--- src/rtl/i2c_raw_tx.sv ---
// Write-only I2C master that drives raw SCL/SDA: START, address+W, bytes taken over a
// valid/ready stream, per-byte ACK sampling, STOP. Define I2C_RAW_TX_NACK_ABORT_EN to end the transfer on NACK.
module i2c_raw_tx #(
  parameter int CLK_DIV = 4
) (
  input  logic       clk,
  input  logic       reset,
  input  logic       start,
  input  logic [6:0] addr,
  input  logic       tx_valid,
  input  logic [7:0] tx_data,
  input  logic       tx_last,
  output logic       tx_ready,
  input  logic       sda_i,
  output logic       scl_o,
  output logic       sda_o,
  output logic       busy,
  output logic       done,
  output logic       nack
);

  typedef enum logic [2:0] {
    ST_IDLE     = 3'd0,
    ST_START    = 3'd1,
    ST_ADDR     = 3'd2,
    ST_ADDR_ACK = 3'd3,
    ST_LOAD     = 3'd4,
    ST_DATA     = 3'd5,
    ST_DATA_ACK = 3'd6,
    ST_STOP     = 3'd7
  } state_t;

  localparam logic [7:0] DIV_MAX = 8'(CLK_DIV - 1);
`ifdef I2C_RAW_TX_NACK_ABORT_EN
  localparam logic ABORT_EN = 1'b1;
`else
  localparam logic ABORT_EN = 1'b0;
`endif

  state_t     state_r, state_s;
  logic [7:0] div_r, div_s;
  logic [1:0] q_r, q_s;
  logic [2:0] bit_r, bit_s;
  logic [7:0] shift_r, shift_s;
  logic       last_r, last_s;
  logic       nacked_r, nacked_s;
  logic       done_s, nack_s;
  logic       tick_s, end_s;

  // Line levels {scl, sda} for a given state and quarter; outputs are registered from the next state,
  // so the pins line up with the state that is current on the following cycle.
  function automatic logic [1:0] drive(input state_t st, input logic [1:0] q, input logic msb);
    logic [1:0] v;
    case (st)
      ST_IDLE:                  v = 2'b11;
      ST_START:                 v = (q[1] == 1'b0) ? 2'b11 : 2'b10;
      ST_ADDR, ST_DATA:         v = {q[1], msb};
      ST_ADDR_ACK, ST_DATA_ACK: v = {q[1], 1'b1};
      ST_LOAD:                  v = 2'b00;
      ST_STOP:                  v = (q == 2'd0) ? 2'b00 : ((q == 2'd1) ? 2'b10 : 2'b11);
      default:                  v = 2'b11;
    endcase
    return v;
  endfunction

  assign tick_s = (div_r == DIV_MAX);
  assign end_s  = tick_s && (q_r == 2'd3);

  // Next-state, divider/quarter, shift register and pulse decode
  always_comb begin
    state_s  = state_r;
    div_s    = div_r;
    q_s      = q_r;
    bit_s    = bit_r;
    shift_s  = shift_r;
    last_s   = last_r;
    nacked_s = nacked_r;
    done_s   = 1'b0;
    nack_s   = 1'b0;

    // The bit clock only runs while a timed state is active
    if ((state_r == ST_IDLE) || (state_r == ST_LOAD)) begin
      div_s = 8'd0;
      q_s   = 2'd0;
    end else if (tick_s) begin
      div_s = 8'd0;
      q_s   = q_r + 2'd1;
    end else begin
      div_s = div_r + 8'd1;
    end

    case (state_r)
      ST_IDLE: begin
        if (start) begin
          shift_s  = {addr, 1'b0};
          bit_s    = 3'd7;
          nacked_s = 1'b0;
          state_s  = ST_START;
        end else begin
          state_s  = ST_IDLE;
        end
      end
      ST_START: begin
        if (end_s) begin
          bit_s   = 3'd7;
          state_s = ST_ADDR;
        end else begin
          state_s = ST_START;
        end
      end
      ST_ADDR, ST_DATA: begin
        if (end_s && (bit_r == 3'd0)) begin
          nacked_s = 1'b0;
          state_s  = (state_r == ST_ADDR) ? ST_ADDR_ACK : ST_DATA_ACK;
        end else if (end_s) begin
          bit_s   = bit_r - 3'd1;
          shift_s = {shift_r[6:0], 1'b0};
        end else begin
          state_s = state_r;
        end
      end
      ST_ADDR_ACK, ST_DATA_ACK: begin
        // sda_i is taken on the last cycle of q2, while SCL is high
        if (tick_s && (q_r == 2'd2)) begin
          nacked_s = sda_i;
          nack_s   = sda_i;
        end else if (end_s) begin
          if ((ABORT_EN && nacked_r) || ((state_r == ST_DATA_ACK) && last_r)) begin
            state_s = ST_STOP;
          end else begin
            state_s = ST_LOAD;
          end
        end else begin
          state_s = state_r;
        end
      end
      ST_LOAD: begin
        if (tx_valid && tx_ready) begin
          shift_s = tx_data;
          last_s  = tx_last;
          bit_s   = 3'd7;
          state_s = ST_DATA;
        end else begin
          state_s = ST_LOAD;
        end
      end
      ST_STOP: begin
        if (end_s) begin
          done_s  = 1'b1;
          state_s = ST_IDLE;
        end else begin
          state_s = ST_STOP;
        end
      end
      default: state_s = ST_IDLE;
    endcase
  end

  // State and registered outputs
  always_ff @(posedge clk) begin
    if (reset) begin
      state_r  <= ST_IDLE;
      div_r    <= 8'd0;
      q_r      <= 2'd0;
      bit_r    <= 3'd0;
      shift_r  <= 8'd0;
      last_r   <= 1'b0;
      nacked_r <= 1'b0;
      scl_o    <= 1'b1;
      sda_o    <= 1'b1;
      busy     <= 1'b0;
      done     <= 1'b0;
      nack     <= 1'b0;
      tx_ready <= 1'b0;
    end else begin
      state_r        <= state_s;
      div_r          <= div_s;
      q_r            <= q_s;
      bit_r          <= bit_s;
      shift_r        <= shift_s;
      last_r         <= last_s;
      nacked_r       <= nacked_s;
      {scl_o, sda_o} <= drive(state_s, q_s, shift_s[7]);
      busy           <= (state_s != ST_IDLE);
      done           <= done_s;
      nack           <= nack_s;
      tx_ready       <= (state_s == ST_LOAD);
    end
  end

endmodule

--- config.mk ---
export PLATFORM = sky130hd
export DESIGN_NAME = i2c_raw_tx
export DESIGN_NICKNAME = d
export VERILOG_FILES = /design/src/rtl/i2c_raw_tx.sv
export SDC_FILE = /design/constraint.sdc
export NUM_CORES = 1
export LEC_CHECK = 0
export ABC_AREA = 1
export CAP_MARGIN = 25
export CORE_MARGIN = 1.5
export CORE_UTILIZATION = 40
export DETAILED_ROUTE_END_ITERATION = 12
export RECOVER_POWER = 50
export SYNTH_ARGS = -nofsm -noshare
export SYNTH_HDL_FRONTEND = slang
export SYNTH_SLANG_ARGS = --single-unit
--- constraint.sdc ---
create_clock -name clk -period 1.64 [get_ports clk]
set_clock_uncertainty 0.05 [all_clocks]
set_input_delay 0.328 -clock clk [delete_from_list [all_inputs] [get_ports clk]]
set_output_delay 0.328 -clock clk [all_outputs]
set_load 0.01 [all_outputs]
==> summary.md <==
| Metric | Value |
|---|---|
| IO Port Bufs | `26` |
| R2R Path Start | `div_r[0]` |
| Via count | `between 1500 and 2000` |
| Number of top-level pins | `27` |
| Synthesized netlist net count | `289` |
| Run status | `finished, violations left` |
| Final routed wirelength across all metal layers | `just under 5000 um` |
| Top flip-flop cell by instance count after synthesis | `sky130_fd_sc_hd__dfxtp_1` |
| Share of the synthesized area in compound gates (AO/OA/AOI/OAI) | `a little under a tenth` |
| Number of enable flip-flop cells after synthesis | `0` |
| Routing layer with the top usage in global route | `met2` |
| Endpoint of the worst hold path | `shift_r[0]` |
| Post-detailed-route wirelength per cell | `12.3 um` |
| Crit end category | `flop` |
| Worst ir drop on vdd | `approximately 0.41 mV` |
| Rel. slew slack | `about four fifths` |
| Flip-flop and latch count after synthesis | `31` |
| Sink Count | `31` |
| Drt first pass iters | `4` |
| Met2 demand-to-capacity share in global routing | `33.2%` |
| Final-report hold violation count | `0` |
| Number of pins with negative max-slew slack in the final report | `0` |
| Highest Clock Rate | `528 MHz` |
| Avg Inst Size Synth | `6.81 um2` |
| Post-synth cell types | `32` |
| H-tree depth | `2` |
| Origin of the worst min-delay path | `shift_r[0]` |
| Fin worst setup slack | `-0.253 ns` |
| Number of standard-cell rows in the floorplan | `24` |
| Clock tree from TritonCTS | `done` |
| Synthesized-area fraction occupied by xor and xnor cells | `0.978%` |
| Via count of the first global-routing pass | `1840` |
| Share of the yosys chip area belonging to registers | `about 35%` |
| M3 GR Usage | `under 10%` |
| Horizontal die dimension | `69.9 um` |
| Netlist Area Pre-Place | `~1800 um2` |
| Root Buffer Master | `sky130_fd_sc_hd__clkbuf_8` |
| Max-cap violations | `0` |
| Post-layout instance count excluding filler cells | `slightly below 400` |
| Maximum number of pins on one net before global-route repair | `14` |
| Signal arrival time at the worst endpoint | `2.02 ns` |
| Adder-cell area share of the yosys netlist | `3.49%` |
| Maximum fanout encountered on the critical timing path | `5` |
| Routed vias/inst | `between 4 and 5` |
| Mux share of post-synthesis cell area | `0%` |
| Cells after DPL | `approximately 380` |
| # DRC | `0` |
| Synthesis warning total | `0` |
| Path type of the worst min-delay path | `reg2reg` |
| Hold depth | `2` |
| DRT iter0 DRCs | `74` |
| Worst setup path class | `reg2reg` |
| Global placement routability congestion | `roughly 0.9` |
| Initial core utilization | `41.4%` |
| Die Area | `4890 um2` |
| Number of cells produced by synthesis | `between 200 and 300` |
| Most area-hungry cell type in the Yosys netlist | `sky130_fd_sc_hd__dfxtp_1` |
| Clock-pin slew reported for the worst setup and hold paths after clock tree synthesis | `0.06 ns` |
| Die Ht | `approximately 70 um` |
| Wire length of the first global-routing pass | `8100 um` |
| Synth async-reset ratio | `0%` |
| Total gr overflow | `0` |
| Post-route minimum period | `1.89 ns` |
| Worst setup SP type | `flop` |
| N_diodes | `0` |
| Combinational family with the most area after synthesis | `simple AND/OR/NAND/NOR gates` |
| Clock buffer depth | `2` |
| Leading cell types by total area after synthesis | `sky130_fd_sc_hd__dfxtp_1 35%, sky130_fd_sc_hd__nand2_1 15%, sky130_fd_sc_hd__nand3_1 7.8%, sky130_fd_sc_hd__inv_1 6.7%, sky130_fd_sc_hd__nor2_1 5.9%` |
| Failing checks | `setup timing` |
| Proportion of layout cells with a drive suffix above 1 | `between 30% and 40%` |
| Capture instance of the worst register-to-register path | `sda_o` |
| Clock latency at the later pin of the worst-skew pair | `0.29 ns` |
| RSZ-0062 raised after global routing | `true` |
| Tightest hold margin | `0.416 ns` |
| Simple-gate share of the synthesized area | `a little over two fifths` |
| Source of the critical timing path | `div_r[0]` |
| Number of setup violations in the final report | `17` |
| Total Nets Final | `between 300 and 400` |
| Core Region | `4320 um2` |
| Data required time at the worst endpoint | `1.76 ns` |
| Actual transition at the worst max-transition pin | `0.316 ns` |
| FF-to-FF setup slack | `-0.25 ns` |
| Met1 global-route usage | `27.6%` |
| Filler Cell Count | `383` |
| Final clock period utilization by the worst path | `115%` |
| Estimated wirelength of the detail-placed design | `between 3000 and 4000 um` |
| Number of buffers created by CTS | `5` |
| Total routing usage reported by global routing | `20.7%` |
| Antenna violations before repair | `0` |
| Total power per unit cell area | `~600 nW/um2` |
| LEAKAGE | `between 1 and 1.5 nW` |
| Area share of the leading cell type in the synthesized netlist | `34.6%` |
| Worst-case reg-to-reg path depth | `10` |
| Post-DRT Antenna Nets | `0` |
| Post-synthesis to final-layout area growth | `60.3%` |
| Number of hold buffers added after CTS | `0` |
-- cell usage in the layout (no fill, tap or decap), drive strengths merged, types with 3 or more instances in the layout --
| cell type | n |
|---|---|
| nand2 | 76 |
| nand4 | 4 |
| o21ai | 6 |
| nand3 | 30 |
| clkbuf | 7 |
| a41oi | 6 |
| nor2 | 36 |
| ha | 5 |
| clkdlybuf4s50 | 26 |
| inv | 35 |
| dfxtp | 31 |
| nor3 | 5 |
| buf | 53 |
| nor3b | 3 |
| a21oi | 9 |
-- timing repair --
item / in CTS / in global routing
pin swaps: 8 / 25
setup buffers: 4 / 6
endpoints found under the setup margin: 18 / 23
gates cloned: 0 / 0
gates resized for setup: 14 / 57
-- per-layer routing --
metal  vias up  part of all wire [%]
met5         -                     0
met4         0                   1.5
met3         9                   2.9
met2        31                    47
met1       888                    48
li1       1011                     -
-- critical path, cell delays in order, from the launching register on --
cell                       delay, ns
sky130_fd_sc_hd__dfxtp_2        0.35
sky130_fd_sc_hd__ha_4           0.15
sky130_fd_sc_hd__nand2_4        0.05
sky130_fd_sc_hd__nor2_4         0.21
sky130_fd_sc_hd__nand2_4        0.10
sky130_fd_sc_hd__or2_1          0.25
sky130_fd_sc_hd__or2_0          0.20
sky130_fd_sc_hd__o211ai_1       0.12
sky130_fd_sc_hd__nand2_1        0.13
sky130_fd_sc_hd__nand3_2        0.09
sky130_fd_sc_hd__nand3_1        0.07
-- worst max-delay path by stage --
stage,end,slack (ns)
2_1_floorplan,scl_o,0.009
3_3_place_gp,sda_o,-0.26
3_5_place_dp,sda_o,-0.28
4_1_cts,sda_o,-0.23
5_1_grt,scl_o,-0.35
6_report,sda_o,-0.25
-- final cells by class --
| cell class | instances | area (um2) | share of cell area (%) |
|---|---|---|---|
| Multi-Input combinational cell | 191 | 1250 | 43.6 |
| Timing Repair Buffer | 80 | 703 | 24.5 |
| Sequential cell | 31 | 627 | 21.8 |
| Inverter | 35 | 136 | 4.75 |
| Clock buffer | 6 | 82.6 | 2.88 |
| Tap cell | 52 | 65.1 | 2.27 |
| Clock inverter | 1 | 5.00 | 0.174 |
-- per-stage QoR --
stage | setup slack (ns) | power, mW | util (%) | instance area [um2] | TNS, ns
floorplan | 0.00932 | 0.932 | - | 1830 | 0
global placement | -0.263 | 1.07 | 57.1 | 2470 | -2.07
detailed placement | -0.282 | 1.07 | 57.1 | 2470 | -2.17
CTS | -0.228 | 1.68 | 61.2 | 2650 | -1.98
global route | -0.352 | 1.81 | 66.4 | 2870 | -4.41
finish | -0.253 | 1.72 | 66.4 | 2870 | -2.45
-- Yosys cell counts (all sizes together), types with 2 or more instances --
library cell and count:
a21oi 9, a41oi 6, buf 4, clkbuf 2, dfxtp 31, ha 5
inv 35, nand2 76, nand3 30, nand4 4, nor2 36, nor3 5
nor3b 3, nor4 2, o21ai 6, or2 2
-- state kept, by name (all words and copies together), names as in the netlist --
signal / count
bit_r: 3
scl_o: 1
busy: 1
done: 1
shift_r: 8
q_r: 2
state_r: 3
tx_ready: 1
div_r: 8
nack: 1
last_r: 1
sda_o: 1
-- logic make-up (layout without fill, tap and decap cells) --
logic type,count (synthesis),count (layout)
AOI/OAI and AO/OA,25,25
xor gates and xnor gates,2,2
adders and majority gates,5,5
buffers and inverters,41,122
DFF,31,31
and+or+nand+nor,159,159
-- power breakdown --
part,total [mW],leakage (nW),internal (mW),switching (mW)
sequential,0.799,0.255,0.780,0.0184
clock,0.609,0.0470,0.329,0.280
combinational,0.312,0.946,0.157,0.155
Note: power is estimated with default switching activity, not from simulation.
